<file path="src/rtl/seg7_capture_decoder_pkg.sv">
// Shared constants for the seven-segment reader: segment patterns, symbol codes, output FSM states.
// Build option: define SEG7_CAPTURE_DP_EN to carry the decimal point (8-bit bus, 6-bit codes).
package seg7_pkg;

`ifdef SEG7_CAPTURE_DP_EN
    localparam int SEG_W  = 8;
    localparam int CODE_W = 6;
`else
    localparam int SEG_W  = 7;
    localparam int CODE_W = 5;
`endif

    // Active-low gfedcba patterns for hex digits 0..F
    localparam logic [6:0] SEG_HEX [16] = '{
        7'b1000000, 7'b1111001, 7'b0100100, 7'b0110000,
        7'b0011001, 7'b0010010, 7'b0000010, 7'b1111000,
        7'b0000000, 7'b0010000, 7'b0001000, 7'b0000011,
        7'b1000110, 7'b0100001, 7'b0000110, 7'b0001110
    };
    localparam logic [6:0] SEG_PLUS  = 7'b0001100;
    localparam logic [6:0] SEG_EQUAL = 7'b1110110;
    localparam logic [6:0] SEG_BLANK = 7'b1111111;

    localparam logic [4:0] SYM_PLUS    = 5'd16;
    localparam logic [4:0] SYM_EQUAL   = 5'd17;
    localparam logic [4:0] SYM_BLANK   = 5'd18;
    localparam logic [4:0] SYM_INVALID = 5'd31;

    typedef enum logic {
        ST_IDLE = 1'b0,
        ST_PEND = 1'b1
    } out_state_e;

endpackage

</file>
<file path="src/rtl/seg7_capture_decoder_pattern_decode.sv">
// Combinational segment pattern -> symbol code lookup; unknown patterns map to SYM_INVALID.
// With SEG7_CAPTURE_DP_EN the lit decimal point is appended as the code MSB.
module seg7_pattern_decode
    import seg7_pkg::*;
(
    input  logic [SEG_W-1:0]  i_seg,
    output logic [CODE_W-1:0] o_code
);

    logic [4:0] w_sym;

    always_comb begin
        w_sym = SYM_INVALID;
        for (int k = 0; k < 16; k++) begin
            if (i_seg[6:0] == SEG_HEX[k]) w_sym = 5'(k);
        end
        if (i_seg[6:0] == SEG_PLUS)  w_sym = SYM_PLUS;
        if (i_seg[6:0] == SEG_EQUAL) w_sym = SYM_EQUAL;
        if (i_seg[6:0] == SEG_BLANK) w_sym = SYM_BLANK;
    end

`ifdef SEG7_CAPTURE_DP_EN
    assign o_code = {~i_seg[7], w_sym};
`else
    assign o_code = w_sym;
`endif

endmodule

</file>
<file path="src/rtl/seg7_capture_decoder.sv">
// Seven-segment bus reader: debounces the multiplexed bus, keeps a per-digit symbol store
// and streams change events. Build option SEG7_CAPTURE_DP_EN adds the decimal point bit.
module seg7_capture_decoder
    import seg7_pkg::*;
#(
    parameter  int NUM_DIGITS    = 6,
    parameter  int STABLE_CYCLES = 4,
    localparam int IDX_W         = ($clog2(NUM_DIGITS) > 1) ? $clog2(NUM_DIGITS) : 1
) (
    input  logic                         clk,
    input  logic                         rst_n,
    input  logic [SEG_W-1:0]             seg_in,
    input  logic [NUM_DIGITS-1:0]        dig_sel,
    output logic                         out_valid,
    input  logic                         out_ready,
    output logic [IDX_W-1:0]             out_digit,
    output logic [CODE_W-1:0]            out_code,
    output logic [CODE_W*NUM_DIGITS-1:0] digits_flat,
    output logic [NUM_DIGITS-1:0]        err_flags
);

    localparam logic [7:0] CNT_MAX = 8'(STABLE_CYCLES);

    logic [SEG_W-1:0]                   r_seg, r_seg_prev;
    logic [NUM_DIGITS-1:0]              r_dig, r_dig_prev;
    logic [7:0]                         r_cnt;
    logic [NUM_DIGITS-1:0][CODE_W-1:0]  r_store;
    logic [NUM_DIGITS-1:0]              r_err;
    logic [NUM_DIGITS-1:0]              r_dirty;
    out_state_e                         r_state;
    logic [IDX_W-1:0]                   r_out_digit;
    logic [CODE_W-1:0]                  r_out_code;

    logic                  w_onehot, w_same, w_cap, w_changed, w_any_dirty, w_load;
    logic [IDX_W-1:0]      w_cap_idx, w_pick_idx;
    logic [CODE_W-1:0]     w_code;
    logic [NUM_DIGITS-1:0] w_set_mask, w_clr_mask;

    seg7_pattern_decode u_decode (
        .i_seg  (r_seg),
        .o_code (w_code)
    );

    always_ff @(posedge clk or negedge rst_n) begin
        if (!rst_n) begin
            r_seg      <= '1;
            r_seg_prev <= '1;
            r_dig      <= '0;
            r_dig_prev <= '0;
        end else begin
            r_seg      <= seg_in;
            r_dig      <= dig_sel;
            r_seg_prev <= r_seg;
            r_dig_prev <= r_dig;
        end
    end

    assign w_onehot = (r_dig != '0) && ((r_dig & (r_dig - NUM_DIGITS'(1))) == '0);
    assign w_same   = (r_seg == r_seg_prev) && (r_dig == r_dig_prev);
    // Capture exactly once, on the step into saturation
    assign w_cap    = w_same && w_onehot && (r_cnt == CNT_MAX - 8'd1);

    always_ff @(posedge clk or negedge rst_n) begin
        if (!rst_n)                 r_cnt <= '0;
        else if (!(w_same && w_onehot)) r_cnt <= '0;
        else if (r_cnt != CNT_MAX)  r_cnt <= r_cnt + 8'd1;
    end

    always_comb begin
        w_cap_idx = '0;
        for (int i = 0; i < NUM_DIGITS; i++) begin
            if (r_dig[i]) w_cap_idx = IDX_W'(i);
        end
    end

    always_comb begin
        w_pick_idx = '0;
        for (int i = NUM_DIGITS - 1; i >= 0; i--) begin
            if (r_dirty[i]) w_pick_idx = IDX_W'(i);
        end
    end

    assign w_changed   = (w_code != r_store[w_cap_idx]);
    assign w_any_dirty = |r_dirty;
    assign w_load      = w_any_dirty && ((r_state == ST_IDLE) || out_ready);
    assign w_set_mask  = (w_cap && w_changed) ? (NUM_DIGITS'(1) << w_cap_idx) : '0;
    assign w_clr_mask  = w_load ? (NUM_DIGITS'(1) << w_pick_idx) : '0;

    always_ff @(posedge clk or negedge rst_n) begin
        if (!rst_n) begin
            for (int i = 0; i < NUM_DIGITS; i++) r_store[i] <= CODE_W'(SYM_BLANK);
            r_err <= '0;
        end else if (w_cap) begin
            r_store[w_cap_idx] <= w_code;
            r_err[w_cap_idx]   <= (w_code[4:0] == SYM_INVALID);
        end
    end

    // A capture landing on the index being cleared re-arms it
    always_ff @(posedge clk or negedge rst_n) begin
        if (!rst_n) r_dirty <= '0;
        else        r_dirty <= (r_dirty & ~w_clr_mask) | w_set_mask;
    end

    always_ff @(posedge clk or negedge rst_n) begin
        if (!rst_n) begin
            r_state     <= ST_IDLE;
            r_out_digit <= '0;
            r_out_code  <= '0;
        end else begin
            if (w_load) begin
                r_out_digit <= w_pick_idx;
                r_out_code  <= r_store[w_pick_idx];
                r_state     <= ST_PEND;
            end else if (r_state == ST_PEND && out_ready) begin
                r_state     <= ST_IDLE;
            end
        end
    end

    assign out_valid   = (r_state == ST_PEND);
    assign out_digit   = r_out_digit;
    assign out_code    = r_out_code;
    assign digits_flat = r_store;
    assign err_flags   = r_err;

endmodule

</file>
<file path="config.mk">
export PLATFORM = sky130hd
export DESIGN_NAME = seg7_capture_decoder
export DESIGN_NICKNAME = d
export VERILOG_FILES = /design/src/rtl/seg7_capture_decoder_pkg.sv /design/src/rtl/seg7_capture_decoder_pattern_decode.sv /design/src/rtl/seg7_capture_decoder.sv
export SDC_FILE = /design/constraint.sdc
export NUM_CORES = 1
export LEC_CHECK = 0
export BUFFER_PORTS_ARGS = -buffer_cell sky130_fd_sc_hd__buf_2
export CAP_MARGIN = 10
export CORE_ASPECT_RATIO = 1.4
export CORE_UTILIZATION = 54
export CTS_BUF_LIST = sky130_fd_sc_hd__clkbuf_8
export CTS_CLUSTER_SIZE = 8
export DETAILED_ROUTE_END_ITERATION = 8
export PLACE_DENSITY = 0.89
export SLEW_MARGIN = 10
export SYNTH_ARGS = -nofsm -noshare
export SYNTH_HDL_FRONTEND = slang
export SYNTH_SLANG_ARGS = --single-unit
</file>
<file path="constraint.sdc">
create_clock -name clk -period 3 [get_ports clk]
set_clock_uncertainty 0.2 [all_clocks]
set_input_delay 0.6 -clock clk [delete_from_list [all_inputs] [get_ports clk]]
set_output_delay 0.6 -clock clk [all_outputs]
set_load 0.01 [all_outputs]
</file>
==> flow_summary.ini <==
[run_status]
status = finished, final reports clean

[synthesis]
synthesis.nets = 432
synth-simple-area-share_pct = 18.3
synthCells = 414
async_reset_ff_share_pct = 100
synth_mux_area_share_pct = 13.6
synth_top_family_by_area = simple AND/OR/NAND/NOR gates
synth_cell_type_count = 59
synth_ff_type = dfrtp_1
ys_seq_elements = 85
syn_area_mm2 = 0.00451
syn-mean-instance-area_um2 = 10.9
synth_adder_area_share_pct = 0.555
synth-xor-area-share_pct = 4.08
synth_compound_area_share_pct = 11.3
yosys_warnings = 0
synth-seq-area-share_pct = 47.9
synth_edf_count = 0

[global_route]
grt.total_usage_pct = 27.8
grt_overflow = 0
grt_pass1_vias = 3789
grt_pass1_wl_mm = 18.3
antenna_found_initial = 0
grt_max_degree = 73

[floorplanning]
start_util_pct = 55.3
num_rows = 39
dieArea_mm2 = 0.00872
core-area_mm2 = 0.00815
die_y_um = 110
ioPinCount = 61
die_x_um = 79.2

[cells_and_area]
area_delta_synth_final_pct = 17.1
antenna_cells = 0
final_net_count = 506
final_common_cell = buf_2
final_util_pct = 64.7
final_cells = 595
layout_common_cells = buf_2, dfrtp_1, nor2_1, buf_4, mux2_2
drive_gt1_share_pct = 37.9

[timing]
maxSlewViolCount = 0
hold_violations = 0
layout_setup_ws_ns = 0.0775
min_period_over_period_pct = 97.4
timing.fmax_mhz = 342
slew_headroom_pct = 41.3
period_needed_ns = 2.92
finalSetupViolCount = 0
tightestPinTransition_ns = 0.871
tns_ns = 0
rsz0062_at_grt = no

[place]
dpl.hpwl_mm = 7.76
place_inst = 578
port_buffers = 60
place.gp.congestion = 0.873
preCtsSetupSlack_ns = -0.0243

[cts]
htreeDepth = 3
clkTransAtPathRegs_ns = 0.07
clk_latency_ns = 0.36
cts_tree = built
holdBufCountCts = 0
root_buffer = clkbuf_8
numCtsBuffers = 9
ctsLongestPathBuffers = 2
cts_sinks = 85

[critical_path]
path_class = register to register
crit_path_start = r_dig[2]$_DFF_PN0_
endpoint_kind = register
r2r_cells = 6
crit_arrival_ns = 2.97
worstPathRequired_ns = 3.05
cp-start-kind = register
reg2reg_from = r_dig[2]$_DFF_PN0_
critPathMaxFanout = 7

[pwr]
power_leakage_nw = 2.42
ir_worst_vdd_uv = 515
powerDensity_mw_per_mm2 = 559
total_power_mw = 2.95

[flow_run]
drv_cap = 0

[routing]
drt-total-wl_mm = 10.9
routedWlPerCell_um = 18.3
detail_route.first_pass.iterations = 5
dr_total_vias = 3664
drtIter0Drc = 323
antenna_left = 0
viasPerCell = 6.16
drc = 0

[min_path]
min_from = seg_in[4]
hold_path_class = input pin to register
holdPathStages = 1
-- report_power, final --
part | total, mW | switching (mW) | internal (mW)
Combinational | 0.687 | 0.392 | 0.296
Clock | 0.956 | 0.388 | 0.568
Sequential | 1.31 | 0.0617 | 1.25
-- final timing paths --
kind,end,slack [ns]
setup reg to reg,digits_flat[28]$_DFFE_PN0P_,0.08
max in group asynchronous,r_seg_prev[3]$_DFF_PN1_,1.67
hold reg to reg,out_digit[2]$_DFFE_PN0P_,0.29
hold / removal,r_seg[4]$_DFF_PN1_,0.13
setup / recovery,digits_flat[28]$_DFFE_PN0P_,0.08
min in group asynchronous,r_dig[5]$_DFF_PN0_,0.14
-- stage by stage --
step / hold WS (ns) / instance area [um2]
after floorplan: 0.104 / 4510
final: 0.132 / 5280
after CTS: 0.117 / 5260
after global placement: 0.271 / 5000
after detailed placement: 0.278 / 5000
after global routing: 0.110 / 5280
-- routing by layer --
layer / vias up / wire length, um / global-route usage [%]
li1: 1651 / - / -
met1: 1806 / 4210 / 31.6
met2: 159 / 5570 / 46.6
met3: 48 / 661 / 7.08
met4: 0 / 470 / 17.7
met5: - / 0 / 0
-- critical path, stage by stage (launching register included) --
cell and delay (ns):
dfrtp_1 0.38, or2_2 0.34, or3_1 0.38, a2111o_1 0.46, buf_4 0.19, or3_1 0.53
mux2_2 0.34
-- repair_timing --
| item | in CTS | in global routing |
|---|---|---|
| resized for setup | 1 | 6 |
| gates cloned | 0 | 0 |
| pin swaps | 1 | 0 |
| buffers inserted | 1 | 0 |
| setup endpoints to repair | 4 | 11 |
-- synthesized netlist by cell type (all sizes together) (7+ instances only) --
| library cell | count | area, um2 |
|---|---|---|
| nand2 | 18 | 67.6 |
| nor4 | 9 | 116 |
| nor3b | 7 | 52.6 |
| buf | 13 | 98.8 |
| mux2 | 36 | 428 |
| dfstp | 26 | 683 |
| nor3 | 17 | 85.1 |
| mux2i | 7 | 70.1 |
| inv | 11 | 41.3 |
| or3 | 9 | 56.3 |
| xor2 | 14 | 123 |
| a21oi | 20 | 100 |
| nor2 | 41 | 154 |
| o21ai | 11 | 55.1 |
| xnor2 | 7 | 61.3 |
| clkbuf | 14 | 52.6 |
| dfrtp | 59 | 1480 |
-- registers in the layout, indices dropped and copies added (netlist names) --
signal	cells
r_seg_prev	7
r_cnt	8
out_digit	3
out_valid	1
err_flags	6
r_dirty	6
r_seg	7
r_dig_prev	6
out_code	5
r_dig	6
digits_flat	30
-- final cells by class --
cell class | instances | area [um2]
Tap cell | 102 | 128
Fill cell | 605 | 2870
Sequential cell | 85 | 2160
Clock buffer | 10 | 138
Multi-Input combinational cell | 291 | 2170
Timing Repair Buffer | 90 | 528
Inverter | 11 | 41.3
Clock inverter | 6 | 103
-- cells by family (layout without fill, tap and decap cells) --
group,after synthesis,after routing
and+or+nand+nor,145,145
DFF,85,85
AOI/OAI and AO/OA,75,75
muxes,48,48
buffers and inverters,38,117
xor gates and xnor gates,21,21
adders and majority gates,2,2
Note: power is estimated with default switching activity, not from simulation.
